[src/rtl/mtimer_tlul.sv]
// Machine timer (64-bit mtime / mtimecmp with prescaler and interrupt) behind a TL-UL register port.
// The minimal tlul_pkg it depends on is declared first in this file.
package tlul_pkg;
  typedef struct packed {
    logic        a_valid;
    logic [2:0]  a_opcode;
    logic [2:0]  a_param;
    logic [1:0]  a_size;
    logic [7:0]  a_source;
    logic [31:0] a_address;
    logic [3:0]  a_mask;
    logic [31:0] a_data;
    logic        d_ready;
  } tl_h2d_t;

  typedef struct packed {
    logic        d_valid;
    logic [2:0]  d_opcode;
    logic [2:0]  d_param;
    logic [1:0]  d_size;
    logic [7:0]  d_source;
    logic        d_sink;
    logic [31:0] d_data;
    logic        d_error;
    logic        a_ready;
  } tl_d2h_t;

  localparam logic [2:0] PutFullData    = 3'h0;
  localparam logic [2:0] PutPartialData = 3'h1;
  localparam logic [2:0] Get            = 3'h4;
  localparam logic [2:0] AccessAck      = 3'h0;
  localparam logic [2:0] AccessAckData  = 3'h1;
endpackage

module mtimer_tlul #(
  parameter int AW = 8,
  parameter int PW = 12
) (
  input  logic              clk_i,
  input  logic              rst_ni,
  input  tlul_pkg::tl_h2d_t tl_i,
  output tlul_pkg::tl_d2h_t tl_o,
  output logic              intr_timer_o
);
  import tlul_pkg::*;

  function automatic logic [31:0] byte_merge(input logic [31:0] old_v, input logic [31:0] new_v,
                                             input logic [3:0] be);
    logic [31:0] res;
    res = old_v;
    for (int i = 0; i < 4; i++) begin
      if (be[i]) res[8*i +: 8] = new_v[8*i +: 8];
      else       res[8*i +: 8] = old_v[8*i +: 8];
    end
    return res;
  endfunction

  logic          ctrl_en_q, ctrl_en_d;
  logic [PW-1:0] prescale_q, prescale_d, pcnt_q, pcnt_d;
  logic [63:0]   mtime_q, mtime_d, mtimecmp_q, mtimecmp_d;
  logic          intr_state_q, intr_state_d, intr_en_q, intr_en_d, intr_timer_q, intr_timer_d;
  logic          d_valid_q, d_valid_d, d_error_q, d_error_d;
  logic [2:0]    d_opcode_q, d_opcode_d;
  logic [1:0]    d_size_q, d_size_d;
  logic [7:0]    d_source_q, d_source_d;
  logic [31:0]   d_data_q, d_data_d;

  logic          accept_s, is_get_s, is_put_s, err_s, wr_s, tick_s, set_s, w1c_s;
  logic [2:0]    idx_s;
  logic [31:0]   rdata_s, presc_wr_s;
  logic          unused_s;

  assign unused_s = ^{tl_i.a_param, tl_i.a_address[31:AW]};

  // Request decode, tick/compare conditions and read mux (all from registered state)
  always_comb begin
    accept_s = tl_i.a_valid && !d_valid_q;
    is_get_s = (tl_i.a_opcode == Get);
    is_put_s = (tl_i.a_opcode == PutFullData) || (tl_i.a_opcode == PutPartialData);
    err_s    = !(is_get_s || is_put_s) || (tl_i.a_address[1:0] != 2'b00) ||
               (tl_i.a_address[AW-1:5] != {(AW-5){1'b0}});
    wr_s     = accept_s && is_put_s && !err_s;
    idx_s    = tl_i.a_address[4:2];
    tick_s   = ctrl_en_q && (pcnt_q == prescale_q);
    set_s    = ctrl_en_q && (mtime_q >= mtimecmp_q);
    w1c_s    = wr_s && (idx_s == 3'd6) && tl_i.a_mask[0] && tl_i.a_data[0];
    case (idx_s)
      3'd0:    rdata_s = {31'd0, ctrl_en_q};
      3'd1:    rdata_s = {{(32-PW){1'b0}}, prescale_q};
      3'd2:    rdata_s = mtime_q[31:0];
      3'd3:    rdata_s = mtime_q[63:32];
      3'd4:    rdata_s = mtimecmp_q[31:0];
      3'd5:    rdata_s = mtimecmp_q[63:32];
      3'd6:    rdata_s = {31'd0, intr_state_q};
      3'd7:    rdata_s = {31'd0, intr_en_q};
      default: rdata_s = 32'd0;
    endcase
  end

  // Next-state: counters, register writes, interrupt and response channel
  always_comb begin
    ctrl_en_d  = ctrl_en_q;
    prescale_d = prescale_q;
    mtimecmp_d = mtimecmp_q;
    intr_en_d  = intr_en_q;
    presc_wr_s = byte_merge({{(32-PW){1'b0}}, prescale_q}, tl_i.a_data, tl_i.a_mask);
    if (ctrl_en_q) begin
      if (tick_s) begin
        pcnt_d  = {PW{1'b0}};
        mtime_d = mtime_q + 64'd1;
      end else begin
        pcnt_d  = pcnt_q + {{(PW-1){1'b0}}, 1'b1};
        mtime_d = mtime_q;
      end
    end else begin
      pcnt_d  = pcnt_q;
      mtime_d = mtime_q;
    end
    // A software write to either mtime half pre-empts that cycle's tick on both halves
    if (wr_s) begin
      case (idx_s)
        3'd0: ctrl_en_d = tl_i.a_mask[0] ? tl_i.a_data[0] : ctrl_en_q;
        3'd1: prescale_d = presc_wr_s[PW-1:0];
        3'd2: mtime_d = {mtime_q[63:32], byte_merge(mtime_q[31:0], tl_i.a_data, tl_i.a_mask)};
        3'd3: mtime_d = {byte_merge(mtime_q[63:32], tl_i.a_data, tl_i.a_mask), mtime_q[31:0]};
        3'd4: mtimecmp_d[31:0] = byte_merge(mtimecmp_q[31:0], tl_i.a_data, tl_i.a_mask);
        3'd5: mtimecmp_d[63:32] = byte_merge(mtimecmp_q[63:32], tl_i.a_data, tl_i.a_mask);
        3'd7: intr_en_d = tl_i.a_mask[0] ? tl_i.a_data[0] : intr_en_q;
        default: ctrl_en_d = ctrl_en_q;
      endcase
    end else begin
      ctrl_en_d = ctrl_en_q;
    end
    if (set_s)      intr_state_d = 1'b1;
    else if (w1c_s) intr_state_d = 1'b0;
    else            intr_state_d = intr_state_q;
    intr_timer_d = intr_state_q && intr_en_q;

    d_valid_d  = d_valid_q;
    d_opcode_d = d_opcode_q;
    d_size_d   = d_size_q;
    d_source_d = d_source_q;
    d_data_d   = d_data_q;
    d_error_d  = d_error_q;
    if (accept_s) begin
      d_valid_d  = 1'b1;
      d_opcode_d = is_get_s ? AccessAckData : AccessAck;
      d_size_d   = tl_i.a_size;
      d_source_d = tl_i.a_source;
      d_data_d   = (is_get_s && !err_s) ? rdata_s : 32'd0;
      d_error_d  = err_s;
    end else if (d_valid_q && tl_i.d_ready) begin
      d_valid_d = 1'b0;
    end else begin
      d_valid_d = d_valid_q;
    end
  end

  // State registers
  always_ff @(posedge clk_i or negedge rst_ni) begin
    if (!rst_ni) begin
      ctrl_en_q    <= 1'b0;
      prescale_q   <= {PW{1'b0}};
      pcnt_q       <= {PW{1'b0}};
      mtime_q      <= 64'd0;
      mtimecmp_q   <= 64'hFFFF_FFFF_FFFF_FFFF;
      intr_state_q <= 1'b0;
      intr_en_q    <= 1'b0;
      intr_timer_q <= 1'b0;
      d_valid_q    <= 1'b0;
      d_opcode_q   <= 3'd0;
      d_size_q     <= 2'd0;
      d_source_q   <= 8'd0;
      d_data_q     <= 32'd0;
      d_error_q    <= 1'b0;
    end else begin
      ctrl_en_q    <= ctrl_en_d;
      prescale_q   <= prescale_d;
      pcnt_q       <= pcnt_d;
      mtime_q      <= mtime_d;
      mtimecmp_q   <= mtimecmp_d;
      intr_state_q <= intr_state_d;
      intr_en_q    <= intr_en_d;
      intr_timer_q <= intr_timer_d;
      d_valid_q    <= d_valid_d;
      d_opcode_q   <= d_opcode_d;
      d_size_q     <= d_size_d;
      d_source_q   <= d_source_d;
      d_data_q     <= d_data_d;
      d_error_q    <= d_error_d;
    end
  end

  // Response channel drive
  always_comb begin
    tl_o          = {$bits(tl_d2h_t){1'b0}};
    tl_o.d_valid  = d_valid_q;
    tl_o.d_opcode = d_opcode_q;
    tl_o.d_size   = d_size_q;
    tl_o.d_source = d_source_q;
    tl_o.d_data   = d_data_q;
    tl_o.d_error  = d_error_q;
    tl_o.a_ready  = !d_valid_q;
  end

  assign intr_timer_o = intr_timer_q;
endmodule

[config.mk]
export PLATFORM = sky130hd
export DESIGN_NAME = mtimer_tlul
export DESIGN_NICKNAME = d
export VERILOG_FILES = /design/src/rtl/mtimer_tlul.sv
export SDC_FILE = /design/constraint.sdc
export NUM_CORES = 1
export LEC_CHECK = 0
export ABC_AREA = 0
export CAP_MARGIN = 0
export CORE_ASPECT_RATIO = 1.1
export CORE_MARGIN = 3
export CORE_UTILIZATION = 62
export DETAILED_ROUTE_END_ITERATION = 16
export PLACE_DENSITY_LB_ADDON = 0.05
export SLEW_MARGIN = 20
export SYNTH_ARGS = -nofsm -noshare
export SYNTH_HDL_FRONTEND = slang
export SYNTH_SLANG_ARGS = --single-unit
[constraint.sdc]
create_clock -name clk_i -period 4.15 [get_ports clk_i]
set_input_delay 0.6225 -clock clk_i [delete_from_list [all_inputs] [get_ports clk_i]]
set_output_delay 0.6225 -clock clk_i [all_outputs]
set_load 0.1 [all_outputs]
==> results.sh <==
export IMPL_outcome="finished, final reports clean"
export IMPL_use_met2_pct=59.8
export IMPL_synth_area_um2=12600
export IMPL_antenna_left=0
export IMPL_power_density_nw_per_um2=328
export IMPL_antenna_found_initial=0
export IMPL_seq_area_um2=5110
export IMPL_setup_viol=0
export IMPL_grt_util_met3_pct=5.73
export IMPL_p_leak_uw=0.00604
export IMPL_yosysWarningCount=0
export IMPL_clock_skew_ps=10.0
export IMPL_tns_ps=0
export IMPL_avgSynthCellArea_um2=9.32
export IMPL_synth_most_common_cell="dfrtp_1"
export IMPL_root_buffer="clkbuf_16"
export IMPL_drive_above_1_share_pct=16.8
export IMPL_critPathRequiredTime_ps=4580
export IMPL_cp_max_fo=13
export IMPL_fin_crit_sh_pct=78.4
export IMPL_portBuffers=107
export IMPL_core_um2=19900
export IMPL_post_cts_resized=0
export IMPL_start_util_pct=63.3
export IMPL_cts_tree="yes"
export IMPL_grt_use_total_pct=36.0
export IMPL_routed_wl_um=40400
export IMPL_yosys_top_cells_count="dfrtp_1 (137), nand2_1 (129), mux2_2 (86), inv_1 (82), o21ai_0 (77)"
export IMPL_cts_buffer_depth=3
export IMPL_slew_viol_final=0
export IMPL_clock_sinks=201
export IMPL_multi_input_area_um2=6890
export IMPL_timing_fmax_mhz=307
export IMPL_io_pins=141
export IMPL_gp_congestion=0.961
export IMPL_synth_largest_area_cell="dfrtp_1"
export IMPL_synth_edf_count=0
export IMPL_clkTransAtPathRegs_ps=60
export IMPL_yosys_area_top_type_share_pct=27.2
export IMPL_grt_pass1_vias=11400
export IMPL_syn_inst=1354
export IMPL_clkLatencyLatePin_ps=520
export IMPL_dieArea_um2=22100
export IMPL_cp_end_kind="flip-flop"
export IMPL_worstSetupPathType="flip-flop to flip-flop"
export IMPL_drc=0
export IMPL_yosysSeqAreaShare_pct=40.5
export IMPL_via_per_inst=6.72
export IMPL_final_hold_viol_count=0
export IMPL_cts_buffers=23
export IMPL_drt_initial_drc_count=1041
export IMPL_holdBufCountCts=0
export IMPL_cts_setup_buffers=0
export IMPL_ys_flop_type="dfrtp_1"
export IMPL_cap_violations=0
export IMPL_dp_hpwl_um=28800
export IMPL_async_reset_ff_share_pct=100
export IMPL_die_w_um=142
export IMPL_hold_path_class="input port to asynchronous set/reset pin"
export IMPL_tightest_slew_ps=1130
export IMPL_via_count=11500
export IMPL_yosysUniqueCellTypes=75
export IMPL_fin_ws_ps=897
export IMPL_n_antenna_cell=0
export IMPL_ir_worst_vdd_mv=0.342
export IMPL_drt_first_pass_iters=6
export IMPL_post_place_ws_ps=595
export IMPL_rsz0062_at_grt="false"
export IMPL_grt_busiest_layer="met2"
export IMPL_critPathArrivalTime_ps=3680
export IMPL_startpoint_type="flip-flop"
export IMPL_fillers=1510
export IMPL_syn_to_final_growth_pct=17.2
export IMPL_grt_max_degree=94
export IMPL_grt_pass1_wl_um=62900
export IMPL_synth_area_leaders="dfrtp_1 (27%), dfstp_2 (13%), mux2_2 (7.7%)"
export IMPL_ys_ff_latch=201
export IMPL_use_met1_pct=46.5
export IMPL_nets=1599
export IMPL_finalCoreUtilization_pct=74.2
export IMPL_fp_dieH_um=156
export IMPL_min_period_ps=3250
export IMPL_relSlewSlack_pct=24.6
export IMPL_grt_overflow=0
export IMPL_wire_per_inst_um=23.6
export IMPL_r2r_cells=6
export IMPL_row_count=54
export IMPL_htreeDepth=1
-- worst paths after layout --
check / startpoint / to / slack (ps)
worst max-delay path: prescale_q[1] / mtime_q[49] / 900
worst min-delay path: rst_ni / d_source_q[2] / 150
worst max register to register: prescale_q[1] / mtime_q[49] / 900
worst min register to register: d_data_q[27] / d_data_q[27] / 470
max in group asynchronous: rst_ni / mtimecmp_q[9] / 2930
min in group clk_i: d_data_q[27] / d_data_q[27] / 470
-- layout make-up --
class                   instances  share of cell area, %
multi-input cells             995                   46.6
flip-flops and latches        201                   34.5
repair buffers                142                   9.26
clock buffers                  32                   4.59
well taps                     252                   2.13
inverters                      82                   2.08
clock inverters                 9                  0.837
-- per-layer routing --
| metal | vias up | wire [µm] |
|---|---|---|
| li1 | 5217 | - |
| met1 | 5591 | 15800 |
| met2 | 572 | 19500 |
| met3 | 136 | 3200 |
| met4 | 0 | 1980 |
| met5 | - | 0 |
-- worst max-delay path, stage by stage (launching register included) --
cell	delay, ps
dfrtp_1	460
xor2_1	210
nor4_1	550
and3_1	700
nand3_1	400
or4_1	630
a31oi_1	200
-- placed cells by master, fill, tap and decap left out, types with 31 or more instances in the layout --
cell / count
a21oi_1: 57
inv_1: 82
nand2_1: 128
dfrtp_1: 137
ha_1: 66
nor2_1: 73
nand4_1: 44
o21ai_0: 77
nand3_1: 58
dfstp_2: 64
clkdlybuf4s50_1: 105
a22o_1: 31
mux2_2: 86
buf_4: 32
-- metrics by stage --
step | instance area (µm²) | hold WS, ps | power (µW) | instances
final | 14800 | 153 | 4850 | 1713
after CTS | 14800 | 193 | 4860 | 1713
after global placement | 14000 | 460 | 2700 | 1672
after floorplan | 12600 | 327 | 2460 | 1359
after global routing | 14800 | 198 | 4970 | 1713
after detailed placement | 14000 | 470 | 2710 | 1672
-- power breakdown --
part	total (µW)	switching (µW)	internal, µW	leakage [µW]
Sequential	2050	41.4	2010	0.00236
Combinational	637	454	182	0.00328
Clock	2160	840	1320	0.000402
-- cell families (layout without fill, tap and decap cells) --
family / Yosys count / count (layout) / synth area share (%)
mux: 104 / 104 / 9.10
compound gates: 330 / 330 / 18.0
xor+xnor: 24 / 24 / 1.67
buf+inv: 163 / 265 / 5.34
other cells: 1 / 6 / 0.0297
simple gates: 465 / 465 / 18.9
flops: 201 / 201 / 40.5
fa+ha+maj: 66 / 66 / 6.54
-- registers in the layout, indices dropped and copies added, names as in the netlist, 2 cells and up --
name	count
d_data_q	32
pcnt_q	12
mtime_q	64
prescale_q	12
d_source_q	8
d_size_q	2
mtimecmp_q	64
Note: power is estimated with default switching activity, not from simulation.
